File: src/rtl/sha256_pkg.sv
// Shared SHA-256 scheduler-control definitions: FSM states, block geometry, W[t] beat payload.
package sha256_pkg;

    localparam int unsigned SHA256_MSG_WORDS         = 16;
    localparam int unsigned SHA256_ROUNDS            = 64;
    localparam int unsigned SHA256_SCHED_CALC_CYCLES = 5;
    localparam int unsigned SHA256_WORD_W            = 32;
    localparam int unsigned SHA256_ROUND_W           = 6;
    localparam int unsigned SHA256_ADDR_W            = 4;
    localparam int unsigned SHA256_LOAD_W            = 5;

    typedef enum logic [2:0] {
        IDLE,
        LOAD,
        FETCH,
        CALC,
        HOLD,
        DONE
    } sched_state_e;

    typedef struct packed {
        logic [SHA256_WORD_W-1:0]  data;
        logic [SHA256_ROUND_W-1:0] round;
    } wt_beat_t;

endpackage

File: src/rtl/sha256_sched_ctrl.sv
// Loads a 16-word block into message_scheduler, steps round_t 0..63 and streams W[t] out.
// Optional abort input enabled by defining SHA256_SCHED_ABORT_EN.
module sha256_sched_ctrl
    import sha256_pkg::*;
#(
    parameter int unsigned CALC_CYCLES = SHA256_SCHED_CALC_CYCLES
) (
    input  logic                      clk,
    input  logic                      reset_n,
    input  logic                      start,
`ifdef SHA256_SCHED_ABORT_EN
    input  logic                      abort,
`endif
    input  logic                      msg_valid,
    output logic                      msg_ready,
    input  logic [SHA256_WORD_W-1:0]  msg_data,
    output logic                      sch_start_new_block,
    output logic [SHA256_ROUND_W-1:0] sch_round_t,
    output logic [SHA256_WORD_W-1:0]  sch_word_in,
    output logic [SHA256_ADDR_W-1:0]  sch_word_addr,
    output logic                      sch_we,
    input  logic [SHA256_WORD_W-1:0]  sch_wt,
    output logic                      wt_valid,
    input  logic                      wt_ready,
    output logic [SHA256_WORD_W-1:0]  wt_data,
    output logic [SHA256_ROUND_W-1:0] wt_round,
    output logic                      busy,
    output logic                      done
);

    localparam int unsigned CALC_W = (CALC_CYCLES > 2) ? $clog2(CALC_CYCLES) : 1;
    localparam logic [CALC_W-1:0]         CALC_LAST  = CALC_W'(CALC_CYCLES - 1);
    localparam logic [SHA256_LOAD_W-1:0]  LOAD_LAST  = SHA256_LOAD_W'(SHA256_MSG_WORDS - 1);
    localparam logic [SHA256_ROUND_W-1:0] FETCH_LAST = SHA256_ROUND_W'(SHA256_MSG_WORDS - 1);
    localparam logic [SHA256_ROUND_W-1:0] ROUND_LAST = SHA256_ROUND_W'(SHA256_ROUNDS - 1);

    sched_state_e              state_q, state_d;
    logic [SHA256_ROUND_W-1:0] t_q, t_d;
    logic [SHA256_LOAD_W-1:0]  load_cnt_q, load_cnt_d;
    logic [CALC_W-1:0]         calc_cnt_q, calc_cnt_d;
    wt_beat_t                  beat_q, beat_d;
    logic                      msg_ready_q, msg_ready_d;
    logic [SHA256_ROUND_W-1:0] sch_round_q, sch_round_d;
    logic                      wt_valid_q, wt_valid_d;
    logic                      busy_q, busy_d;
    logic                      done_q, done_d;

    assign sch_we              = msg_valid && msg_ready_q;
    assign sch_word_in         = msg_data;
    assign sch_word_addr       = load_cnt_q[SHA256_ADDR_W-1:0];
    assign msg_ready           = msg_ready_q;
    assign sch_start_new_block = msg_ready_q;
    assign sch_round_t         = sch_round_q;
    assign wt_valid            = wt_valid_q;
    assign wt_data             = beat_q.data;
    assign wt_round            = beat_q.round;
    assign busy                = busy_q;
    assign done                = done_q;

    always_comb begin
        state_d    = state_q;
        t_d        = t_q;
        load_cnt_d = load_cnt_q;
        calc_cnt_d = calc_cnt_q;
        beat_d     = beat_q;

        case (state_q)
            IDLE: begin
                if (start) begin
                    state_d    = LOAD;
                    load_cnt_d = '0;
                    t_d        = '0;
                end
            end
            LOAD: begin
                if (sch_we) begin
                    load_cnt_d = load_cnt_q + SHA256_LOAD_W'(1);
                    if (load_cnt_q == LOAD_LAST) state_d = FETCH;
                end
            end
            FETCH: begin
                beat_d.data  = sch_wt;
                beat_d.round = t_q;
                state_d      = HOLD;
            end
            CALC: begin
                // Final accumulate edge coincides with the scheduler write-back of W[t].
                if (calc_cnt_q == CALC_LAST) begin
                    calc_cnt_d   = '0;
                    beat_d.data  = sch_wt;
                    beat_d.round = t_q;
                    state_d      = HOLD;
                end else begin
                    calc_cnt_d = calc_cnt_q + CALC_W'(1);
                end
            end
            HOLD: begin
                if (wt_valid_q && wt_ready) begin
                    if (t_q == ROUND_LAST) begin
                        state_d = DONE;
                    end else begin
                        t_d     = t_q + SHA256_ROUND_W'(1);
                        state_d = (t_q < FETCH_LAST) ? FETCH : CALC;
                    end
                end
            end
            DONE:    state_d = IDLE;
            default: state_d = IDLE;
        endcase

`ifdef SHA256_SCHED_ABORT_EN
        if (abort && (state_q != IDLE)) begin
            state_d    = IDLE;
            calc_cnt_d = '0;
        end
`endif

        // Round is parked at 0 outside FETCH/CALC so a stalled round >=16 never re-arms the scheduler.
        msg_ready_d = (state_d == LOAD);
        sch_round_d = ((state_d == FETCH) || (state_d == CALC)) ? t_d : '0;
        wt_valid_d  = (state_d == HOLD);
        busy_d      = (state_d != IDLE);
        done_d      = (state_d == DONE);
    end

    always_ff @(posedge clk or negedge reset_n) begin
        if (!reset_n) begin
            state_q     <= IDLE;
            t_q         <= '0;
            load_cnt_q  <= '0;
            calc_cnt_q  <= '0;
            beat_q      <= '0;
            msg_ready_q <= 1'b0;
            sch_round_q <= '0;
            wt_valid_q  <= 1'b0;
            busy_q      <= 1'b0;
            done_q      <= 1'b0;
        end else begin
            state_q     <= state_d;
            t_q         <= t_d;
            load_cnt_q  <= load_cnt_d;
            calc_cnt_q  <= calc_cnt_d;
            beat_q      <= beat_d;
            msg_ready_q <= msg_ready_d;
            sch_round_q <= sch_round_d;
            wt_valid_q  <= wt_valid_d;
            busy_q      <= busy_d;
            done_q      <= done_d;
        end
    end

endmodule

File: config.mk
export PLATFORM = sky130hd
export DESIGN_NAME = sha256_sched_ctrl
export DESIGN_NICKNAME = d
export VERILOG_FILES = /design/src/rtl/sha256_pkg.sv /design/src/rtl/sha256_sched_ctrl.sv
export SDC_FILE = /design/constraint.sdc
export NUM_CORES = 1
export LEC_CHECK = 0
export BUFFER_PORTS_ARGS = -buffer_cell sky130_fd_sc_hd__buf_2
export CAP_MARGIN = 20
export CORE_MARGIN = 2
export CORE_UTILIZATION = 49
export CTS_CLUSTER_SIZE = 12
export DETAILED_ROUTE_END_ITERATION = 16
export PLACE_DENSITY = 0.85
export SYNTH_ARGS = -nofsm -noshare
export SYNTH_HDL_FRONTEND = slang
export SYNTH_SLANG_ARGS = --single-unit
File: constraint.sdc
create_clock -name clk -period 2.6 [get_ports clk]
set_input_delay 0.39 -clock clk [delete_from_list [all_inputs] [get_ports clk]]
set_output_delay 0.39 -clock clk [all_outputs]
set_load 0.02 [all_outputs]
==> results.py, run 1 <==
metrics = {
    "run_status": {
        "status": "completed",
    },
    "synth": {
        "ys.flop_type": "dfrtp_1",
        "synth_area_per_cell_um2": 12.4,
        "yosys_warnings": 0,
        "yosys.area.top_type_share": 0.539,
        "yosysSeqAreaShare": 0.539,
        "syn_area_mm2": 0.00302,
        "ys_seq_elements": 65,
        "syn_nets": 317,
        "synth_edf_count": 0,
        "synth.distinct_cells": 41,
        "async_flop_share": 1.00,
        "yosysMostFrequentCell": "dfrtp_1",
        "netlist_top_cells_count": "dfrtp_1, mux2_2, buf_4, nand2_1, nor2_1",
        "synth_area_leader_cell": "dfrtp_1",
        "postSynthCellCount": 243,
        "ys_top_cells_by_area": "dfrtp_1, mux2_2, buf_4, ha_1, nand2_1",
    },
    "sta": {
        "whs_ns": 0.0770,
        "slew_headroom": 0.457,
        "period_needed_ns": 1.97,
        "setup_viol": 0,
        "fin_skew_ns": 0.00556,
        "worst_pin_slew_ns": 0.807,
        "drv_slew": 0,
        "clock.fmax_mhz": 506,
        "rsz0062_at_grt": "false",
        "fin_crit_sh": 0.760,
        "finalHoldViolCount": 0,
        "finalSetupTns_ns": 0,
    },
    "drt": {
        "viasPerCell": 5.21,
        "drcViolationCount": 0,
        "wirelength_um": 5590,
        "detail-route-antenna-nets": 0,
        "routed-via-count": 1994,
        "drt_iter0_markers": 91,
        "wl_per_cell_um": 14.6,
        "first_pass_iters": 4,
    },
    "clock_tree": {
        "numCtsBuffers": 9,
        "cts.sinks": 65,
        "clkTransAtPathRegs_ns": 0.06,
        "cts_tree": "yes",
        "post_cts_buffers": 0,
        "cts_hold_buf": 0,
        "clk-insertion-delay-late_ns": 0.32,
        "htreeDepth": 3,
        "cts_buffer_depth": 2,
        "cts_resized": 0,
        "cts_root_buf": "clkbuf_8",
    },
    "grt": {
        "grt_start_max_net_pins": 30,
        "overflow": 0,
        "grt_pass1_vias": 1976,
        "grt_util_all_layers": 0.175,
        "antenna_found_initial": 0,
        "grt_pass1_wl_um": 8870,
    },
    "cells_and_area": {
        "final_cells": 383,
        "fin_area_mm2": 0.00348,
        "fin_nets": 377,
        "area_growth_pct": 15.3,
        "diodes": 0,
        "layout-drive-gt1-share": 0.510,
    },
    "setup_path": {
        "critPathSlowestCell": "a211oi_2",
        "crit_chain": "ha_1, and4_1, a211oi_4, a211oi_2, nor2b_1",
        "required_ns": 2.79,
        "startpoint_type": "register",
        "reg2reg_depth": 5,
        "path_max_fanout": 7,
        "r2r_start": "t_q[0]",
        "cp_slowest_stage_delay_ns": 0.55,
        "endpoint_kind": "register",
        "criticalPathCategory": "reg2reg",
        "cp.arrival_ns": 2.16,
        "r2r_end": "sch_round_t[4]",
        "r2r_slack_ns": 0.63,
    },
    "floorplanning": {
        "die_w_um": 82.4,
        "ios": 155,
        "rows": 28,
        "die_area_mm2": 0.00680,
        "start_util": 0.509,
        "die_h_um": 82.4,
        "core-area_mm2": 0.00592,
    },
    "power_and_ir_drop": {
        "p_leak_nw": 1.88,
        "power.density_mw_per_mm2": 984,
        "fin_total_pwr_w": 0.00342,
        "vdd_drop_max_v": 0.000478,
    },
    "job": {
        "maxCapViolations": 0,
    },
    "placed_design": {
        "hpwlAfterDp_um": 4220,
        "gp_congestion": 0.781,
        "placed_area_mm2": 0.00328,
        "portBuffers": 90,
        "place_inst": 367,
    },
    "hold_path": {
        "hold_path_class": "in2async",
    },
}
-- cell families after synthesis --
logic type | Yosys count | synth area share
compound gates | 22 | 0.0614
xor+xnor | 3 | 0.00872
fa+ha+maj | 5 | 0.0207
buf+inv | 51 | 0.112
flops | 65 | 0.539
mux | 43 | 0.159
simple gates | 54 | 0.0983
-- final cells by class --
cell class | instances | area (µm²)
fillers | 496 | 2440
flip-flops and latches | 65 | 1630
multi-input cells | 127 | 1060
repair buffers | 94 | 480
clock buffers | 14 | 183
well taps | 75 | 93.8
inverters | 6 | 22.5
clock inverters | 2 | 10.0
-- registers in the layout, indices dropped and copies added (netlist names) --
signal       count
wt_data         32
sch_round_t      6
t_q              6
wt_round         6
load_cnt_q       5
calc_cnt_q       3
state_q          3
busy             1
done             1
msg_ready        1
wt_valid         1
-- layout by cell type, fill, tap and decap left out, types with 2 or more instances in the layout --
cell type	instances
a211oi_2	2
a21oi_1	4
and3_1	4
and4_1	2
buf_2	90
buf_4	4
clkbuf_8	13
clkinv_2	2
dfrtp_1	65
ha_1	5
inv_1	6
mux2_2	39
mux2i_1	4
nand2_1	14
nand3_1	4
nand3b_1	2
nand4_1	2
nor2_1	10
nor2b_1	3
nor3_1	2
nor3b_1	2
o21ai_0	5
o31ai_1	2
xor2_1	2
-- layer usage --
| metal | routed length, µm | GRT usage |
|---|---|---|
| met2 | 2700 | 0.275 |
| met1 | 2390 | 0.219 |
| met4 | 90 | 0.0917 |
| met3 | 410 | 0.0500 |
| met5 | 0 | 0 |
-- report_power, final --
part	switching [W]	leakage, nW	internal (W)
registers	0.000171	0.884	0.00130
clock network	0.000347	0.102	0.000448
logic	0.000682	0.895	0.000476
total	0.00120	1.88	0.00222
-- critical path: cells and delay by family (launching register included) --
family                     cells  cell delay (ns)
and+or+nand+nor                2             0.49
DFF                            1             0.42
adders and majority gates      1             0.24
AOI/OAI and AO/OA              2             0.68
-- through the flow --
step,utilization,setup slack (ns)
floorplan,-,0.894
CTS,0.587,0.621
global placement,0.555,0.759
global route,0.587,0.515
detailed placement,0.555,0.627
finish,0.587,0.625
-- how the worst max path moves through the flow --
stage	cells after the start	startpoint	end	slack (ns)
6_report	5	t_q[0]	sch_round_t[4]	0.63
5_1_grt	5	t_q[0]	sch_round_t[2]	0.52
2_1_floorplan	6	load_cnt_q[0]	sch_round_t[3]	0.89
3_3_place_gp	6	load_cnt_q[0]	sch_round_t[3]	0.76
3_5_place_dp	5	t_q[0]	sch_round_t[4]	0.63
4_1_cts	5	t_q[0]	sch_round_t[4]	0.62
Power figures use the tool's default switching activity.
==> run 2: changes to the inputs <==
ABC_AREA = 1   (was default)
CORE_UTILIZATION = 46   (was 49)
PLACE_DENSITY = 0.81   (was 0.85)
clock period = 1.85 ns   (was 2.6 ns; I/O delays follow)
==> run 2 against run 1 <==
  * Synthesized cell count grew 19%
  * Utilization shrank 2.9 points
  * Count of clock-buffer cells in the layout down 2
  * Register-to-register slack got worse by 0.49 ns
  * Via count rose by 6.2%
  * Critical path depth rose by 2
  * Critical endpoint is now wt_data[1]
  * Largest cell class unchanged
  * Largest power group unchanged
==> results.py, run 2 <==
metrics = {
    "run_status": {
        "status": "completed",
    },
    "hold_path": {
        "hold_start": "sch_wt[10]",
        "hold_path_class": "in2reg",
    },
    "sta": {
        "slew_headroom": 0.768,
        "rsz0062_at_grt": "false",
        "period_needed_ns": 1.72,
        "clock.fmax_mhz": 582,
        "drv_slew": 0,
        "worst_pin_slew_ns": 0.348,
        "finalSetupTns_ns": 0,
        "finalHoldViolCount": 0,
        "setup_slack_ns": 0.133,
        "fin_skew_ns": 0.00576,
        "setup_viol": 0,
        "fin_crit_sh": 0.928,
    },
    "placed_design": {
        "placed_area_mm2": 0.00335,
        "dpl_worst_slack_ns": 0.141,
        "gp_congestion": 0.861,
        "place_inst": 418,
        "hpwlAfterDp_um": 4340,
        "portBuffers": 90,
    },
    "clock_tree": {
        "cts_buffer_depth": 2,
        "cts_tree": "yes",
        "cts.sinks": 65,
        "numCtsBuffers": 9,
        "htreeDepth": 3,
        "clkTransAtPathRegs_ns": 0.07,
        "cts_root_buf": "clkbuf_8",
        "clk-insertion-delay-late_ns": 0.34,
        "post_cts_buffers": 0,
    },
    "cells_and_area": {
        "final_cell_mix": "buf_2, dfrtp_1, nand2_1, mux2_1, inv_1",
        "largest_reg_flops": 32,
        "fin_nets": 427,
        "diodes": 0,
        "fin_area_mm2": 0.00356,
        "final_common_cell": "buf_2",
        "area_growth_pct": 16.4,
        "final_cells": 435,
        "layout-drive-gt1-share": 0.363,
    },
    "floorplanning": {
        "die_area_mm2": 0.00733,
        "core-area_mm2": 0.00639,
        "rows": 29,
        "die_w_um": 85.6,
        "ios": 155,
        "die_h_um": 85.6,
        "start_util": 0.480,
    },
    "grt": {
        "grtUsageMet3": 0.0558,
        "grt_util_all_layers": 0.170,
        "use_met1": 0.210,
        "grt_pass1_wl_um": 9800,
        "grt_start_max_net_pins": 66,
        "busiest_layer": "met2",
        "use_met2": 0.273,
        "overflow": 0,
        "antenna_found_initial": 0,
        "grt_pass1_vias": 2107,
    },
    "synth": {
        "synth_area_per_cell_um2": 10.6,
        "yosys.area.top_type_share": 0.531,
        "ys_top_cells_by_area": "dfrtp_1, mux2_1, buf_4, nand2_1, inv_1",
        "netlist_top_cells_count": "dfrtp_1, nand2_1, buf_4, mux2_1, inv_1",
        "ys_seq_elements": 65,
        "yosys.area_share.simple": 0.152,
        "syn_area_mm2": 0.00306,
        "yosysSeqAreaShare": 0.531,
        "synth.distinct_cells": 27,
        "synth_area_leader_cell": "dfrtp_1",
        "synth.area.mux_share": 0.125,
        "synth-adder-area-share": 0.0204,
        "synth_top_family_by_area": "simple AND/OR/NAND/NOR gates",
        "syn_nets": 362,
        "async_flop_share": 1.00,
        "synth-compound-area-share": 0.0372,
        "ys.flop_type": "dfrtp_1",
        "synth_edf_count": 0,
        "yosysMostFrequentCell": "dfrtp_1",
        "postSynthCellCount": 288,
        "synth-xor-area-share": 0,
        "yosys_warnings": 0,
    },
    "setup_path": {
        "path_delay_family": "flip-flops",
        "criticalPathCategory": "reg2reg",
        "cp.arrival_ns": 1.93,
        "startpoint_type": "register",
        "endpoint_kind": "register",
        "crit_chain": "inv_1, ha_1, nand2_1, nand2_1, nand2_4, buf_12, mux2_1",
        "path_max_fanout": 22,
        "required_ns": 2.06,
        "cp_slowest_stage_delay_ns": 0.39,
        "r2r_start": "calc_cnt_q[0]",
        "path_buf_inv": 2,
        "critPathLaunch": "calc_cnt_q[0]",
        "critPathSlowestCell": "dfrtp_1",
        "crit_path_frequent_cell": "nand2_1",
        "r2r_slack_ns": 0.13,
    },
    "drt": {
        "first_pass_iters": 4,
        "routed-via-count": 2117,
        "drt_iter0_markers": 89,
        "wirelength_um": 5890,
        "drcViolationCount": 0,
        "viasPerCell": 4.87,
        "wl_per_cell_um": 13.5,
        "detail-route-antenna-nets": 0,
    },
    "power_and_ir_drop": {
        "combPwrFrac": 0.335,
        "clkPwrFrac": 0.248,
        "seq_power_share": 0.417,
        "power.density_mw_per_mm2": 1400,
        "p_sw_w": 0.00183,
        "p_leak_nw": 1.89,
        "vdd_drop_max_v": 0.000838,
        "sw_frac_of_total": 0.367,
        "p_int_w": 0.00315,
    },
    "job": {
        "maxCapViolations": 0,
    },
}
## run 2: final timing paths
path                          endpoint  cells past startpoint
min                        wt_data[10]                      2
min reg2reg                wt_round[5]                      2
max                         wt_data[1]                      7
max in group asynchronous  wt_data[12]                      3
max reg2reg                 wt_data[1]                      7
min in group asynchronous   wt_data[0]                      3
## run 2: per-stage QoR
stage	utilization	power (W)	hold slack (ns)
finish	0.558	0.00498	0.148
global route	0.558	0.00531	0.133
CTS	0.558	0.00505	0.128
detailed placement	0.524	0.00380	0.321
global placement	0.524	0.00371	0.316
floorplan	-	0.00333	-0.0181
## run 2: logic make-up (layout without fill, tap and decap cells)
| kind of cell | after synthesis | after routing |
|---|---|---|
| AND/OR/NAND/NOR | 97 | 97 |
| buffers and inverters | 66 | 136 |
| flip-flops | 65 | 65 |
| multiplexers | 34 | 34 |
| AO/OA/AOI/OAI | 21 | 21 |
| adder cells (fa/ha/maj) | 5 | 5 |
## run 2: metal layers
layer | part of all wire | wire length, µm | vias up
met5 | 0 | 0 | -
met4 | 0.018 | 104 | 0
met3 | 0.084 | 497 | 14
met2 | 0.49 | 2880 | 94
met1 | 0.41 | 2410 | 986
li1 | - | - | 1023
## run 2: cell type report
type	count	area [µm²]
Clock buffer	12	155
Fill cell	558	2820
Clock inverter	4	51.3
Timing Repair Buffer	95	515
Inverter	25	96.3
Multi-Input combinational cell	157	1020
Sequential cell	65	1630
Tap cell	77	96.3
## run 2: timing repair
action	4_1_cts	5_1_grt
hold buffers	1	0
hold endpoints to repair	65	0
endpoints found under the setup margin	0	0
resized for setup	0	0
## run 2: power by group through the flow
stage / clock [W] / combinational (W) / sequential [W]
4_1_cts: 0.00127 / 0.00170 / 0.00208
2_1_floorplan: 0 / 0.000828 / 0.00250
3_3_place_gp: 0 / 0.00162 / 0.00209
3_5_place_dp: 0 / 0.00169 / 0.00211
6_report: 0.00123 / 0.00167 / 0.00207
5_1_grt: 0.00134 / 0.00184 / 0.00213
## run 2: worst register-to-register path: cells and delay by family (launching register included)
| kind | cells | cell delay (ns) |
|---|---|---|
| flip-flops | 1 | 0.39 |
| buffers and inverters | 2 | 0.27 |
| adder cells (fa/ha/maj) | 1 | 0.22 |
| multiplexers | 1 | 0.35 |
| AND/OR/NAND/NOR | 3 | 0.37 |
==> run 3: changes to the inputs <==
PLACE_DENSITY = 0.9   (was 0.81)
==> run 3 against run 2 <==
  * Total power increased by 1.8%
  * Non-clock buffer count shrank 1
  * Final cell count decreased by 0.23%
  * Via count grew 1.5%
  * First-iteration DRC count is 1.1% higher
  * Utilization up 0.16 points
  * Fmax rose by 1.4%
  * Sequential power is essentially flat
  * Critical path depth unchanged
  * Combinational power is essentially flat
  * Die area is the same
  * Cell area rose by 0.28%
  * Critical path type unchanged
  * Highest routed layer unchanged
==> results.py, run 3 (synthesized netlist as in run 2, its figures left out) <==
metrics = {
    "run_status": {
        "status": "completed",
    },
    "grt": {
        "grt_pass1_vias": 2204,
        "grt_start_max_net_pins": 66,
        "overflow": 0,
        "antenna_found_initial": 0,
        "grt_util_all_layers": 0.168,
        "grt_pass1_wl_um": 9610,
    },
    "cells_and_area": {
        "final_common_cell": "buf_2",
        "post-route-util": 0.560,
        "fin_nets": 426,
        "diodes": 0,
        "multi_input_area_mm2": 0.00102,
        "area_growth_pct": 16.7,
        "final_cell_mix": "buf_2, dfrtp_1, nand2_1, mux2_1, inv_1",
        "layout-drive-gt1-share": 0.364,
        "largest_reg_flops": 32,
        "fillerInstances": 537,
        "seq_area_mm2": 0.00163,
    },
    "sta": {
        "setup_slack_ns": 0.157,
        "rsz0062_at_grt": "false",
        "clock.fmax_mhz": 591,
        "setup_viol": 0,
        "finalSetupTns_ns": 0,
        "finalHoldViolCount": 0,
        "fin_skew_ns": 0.0156,
        "drv_slew": 0,
        "worst_pin_slew_ns": 0.335,
        "period_needed_ns": 1.69,
        "fin_crit_sh": 0.915,
        "slew_headroom": 0.776,
    },
    "power_and_ir_drop": {
        "seq_power_share": 0.408,
        "clkPwrFrac": 0.264,
        "p_int_w": 0.00322,
        "combPwrFrac": 0.327,
        "vdd_drop_max_v": 0.000899,
        "sw_frac_of_total": 0.364,
        "p_sw_w": 0.00184,
        "p_leak_nw": 1.90,
        "power.density_mw_per_mm2": 1420,
    },
    "clock_tree": {
        "cts_resized": 0,
        "cts.sinks": 65,
        "cts_root_buf": "clkbuf_8",
        "numCtsBuffers": 9,
        "cts_hold_buf": 1,
        "htreeDepth": 3,
        "post_cts_buffers": 0,
        "clkTransAtPathRegs_ns": 0.08,
        "clk-insertion-delay-late_ns": 0.34,
        "cts_buffer_depth": 2,
        "cts_tree": "yes",
    },
    "placed_design": {
        "dpl_worst_slack_ns": 0.168,
        "hpwlAfterDp_um": 4260,
        "gp_congestion": 0.822,
        "portBuffers": 90,
    },
    "drt": {
        "first_pass_iters": 4,
        "wl_met3_um": 394,
        "wirelength_um": 5790,
        "dr.max_layer_used": "met4",
        "wl_met2_um": 2840,
        "routed-via-count": 2148,
        "wl_met1_um": 2430,
        "wl_per_cell_um": 13.3,
        "drt_iter0_markers": 90,
        "drcViolationCount": 0,
        "detail-route-antenna-nets": 0,
        "viasPerCell": 4.95,
    },
    "floorplanning": {
        "start_util": 0.480,
        "core-area_mm2": 0.00639,
        "rows": 29,
        "die_area_mm2": 0.00733,
        "ios": 155,
        "die_h_um": 85.6,
        "die_w_um": 85.6,
    },
    "setup_path": {
        "startpoint_type": "register",
        "critPathSlowestCell": "dfrtp_1",
        "crit_chain": "inv_1, ha_1, nand2_1, nand2_1, nand2_4, buf_4, mux2_1",
        "endpoint_kind": "register",
        "crit_path_frequent_cell": "nand2_1",
        "path_buf_inv": 2,
        "cp.arrival_ns": 1.91,
        "path_max_fanout": 12,
        "criticalPathCategory": "reg2reg",
        "cp_slowest_stage_delay_ns": 0.40,
        "required_ns": 2.07,
        "path_delay_family": "flip-flops",
    },
    "job": {
        "maxCapViolations": 0,
    },
    "hold_path": {
        "hold_path_class": "in2reg",
    },
}
-- run 3: changes by cell type in the layout (fill, tap and decap cells not counted) --
cell        delta
clkbuf_1       -1
buf_4          -1
bufinv_16      +1
clkinvlp_4     -1
clkbuf_8       -2
inv_6          +3
-- run 3: cell type report --
cell class	instances	share of cell area
inverters	25	0.0270
well taps	77	0.0270
multi-input cells	157	0.286
flip-flops and latches	65	0.455
repair buffers	94	0.142
clock inverters	7	0.0280
clock buffers	9	0.0347
-- run 3: per-layer routing --
layer	GRT usage	vias up
met2	0.282	85
met4	0.0880	0
met3	0.0529	24
li1	-	1024
met5	0	-
met1	0.192	1015
-- run 3: power groups by stage --
stage          logic (W)  clock network [W]  registers (W)
2_1_floorplan   0.000828                  0        0.00250
3_3_place_gp     0.00162                  0        0.00208
3_5_place_dp     0.00168                  0        0.00210
4_1_cts          0.00168            0.00138        0.00207
5_1_grt          0.00182            0.00145        0.00213
6_report         0.00166            0.00134        0.00207
-- run 3: worst reg2reg max path, cell delays in order, from the launching register on --
cell	delay, ns
dfrtp_1	0.40
inv_1	0.06
ha_1	0.20
nand2_1	0.09
nand2_1	0.09
nand2_4	0.16
buf_4	0.23
mux2_1	0.35
-- run 3: final timing paths --
path,endpoint,from,depth (start not counted),slack [ns]
setup / recovery,wt_data[7],calc_cnt_q[0],7,0.16
hold / removal,wt_data[26],sch_wt[26],2,0.14
setup reg to reg,wt_data[7],calc_cnt_q[0],7,0.16
hold reg to reg,wt_data[22],wt_data[22],1,0.49
max in group asynchronous,done,reset_n,3,1.09
min in group asynchronous,wt_data[17],reset_n,3,0.48
-- run 3: per-stage QoR --
| stage | std cells | instance area, µm² | total power, W | hold WS, ns |
|---|---|---|---|---|
| after global routing | 434 | 3570 | 0.00539 | 0.116 |
| after CTS | 434 | 3570 | 0.00514 | 0.128 |
| final | 434 | 3570 | 0.00507 | 0.140 |
| after global placement | 417 | 3340 | 0.00370 | 0.314 |
| after floorplan | 288 | 3060 | 0.00333 | -0.0181 |
| after detailed placement | 417 | 3340 | 0.00378 | 0.318 |
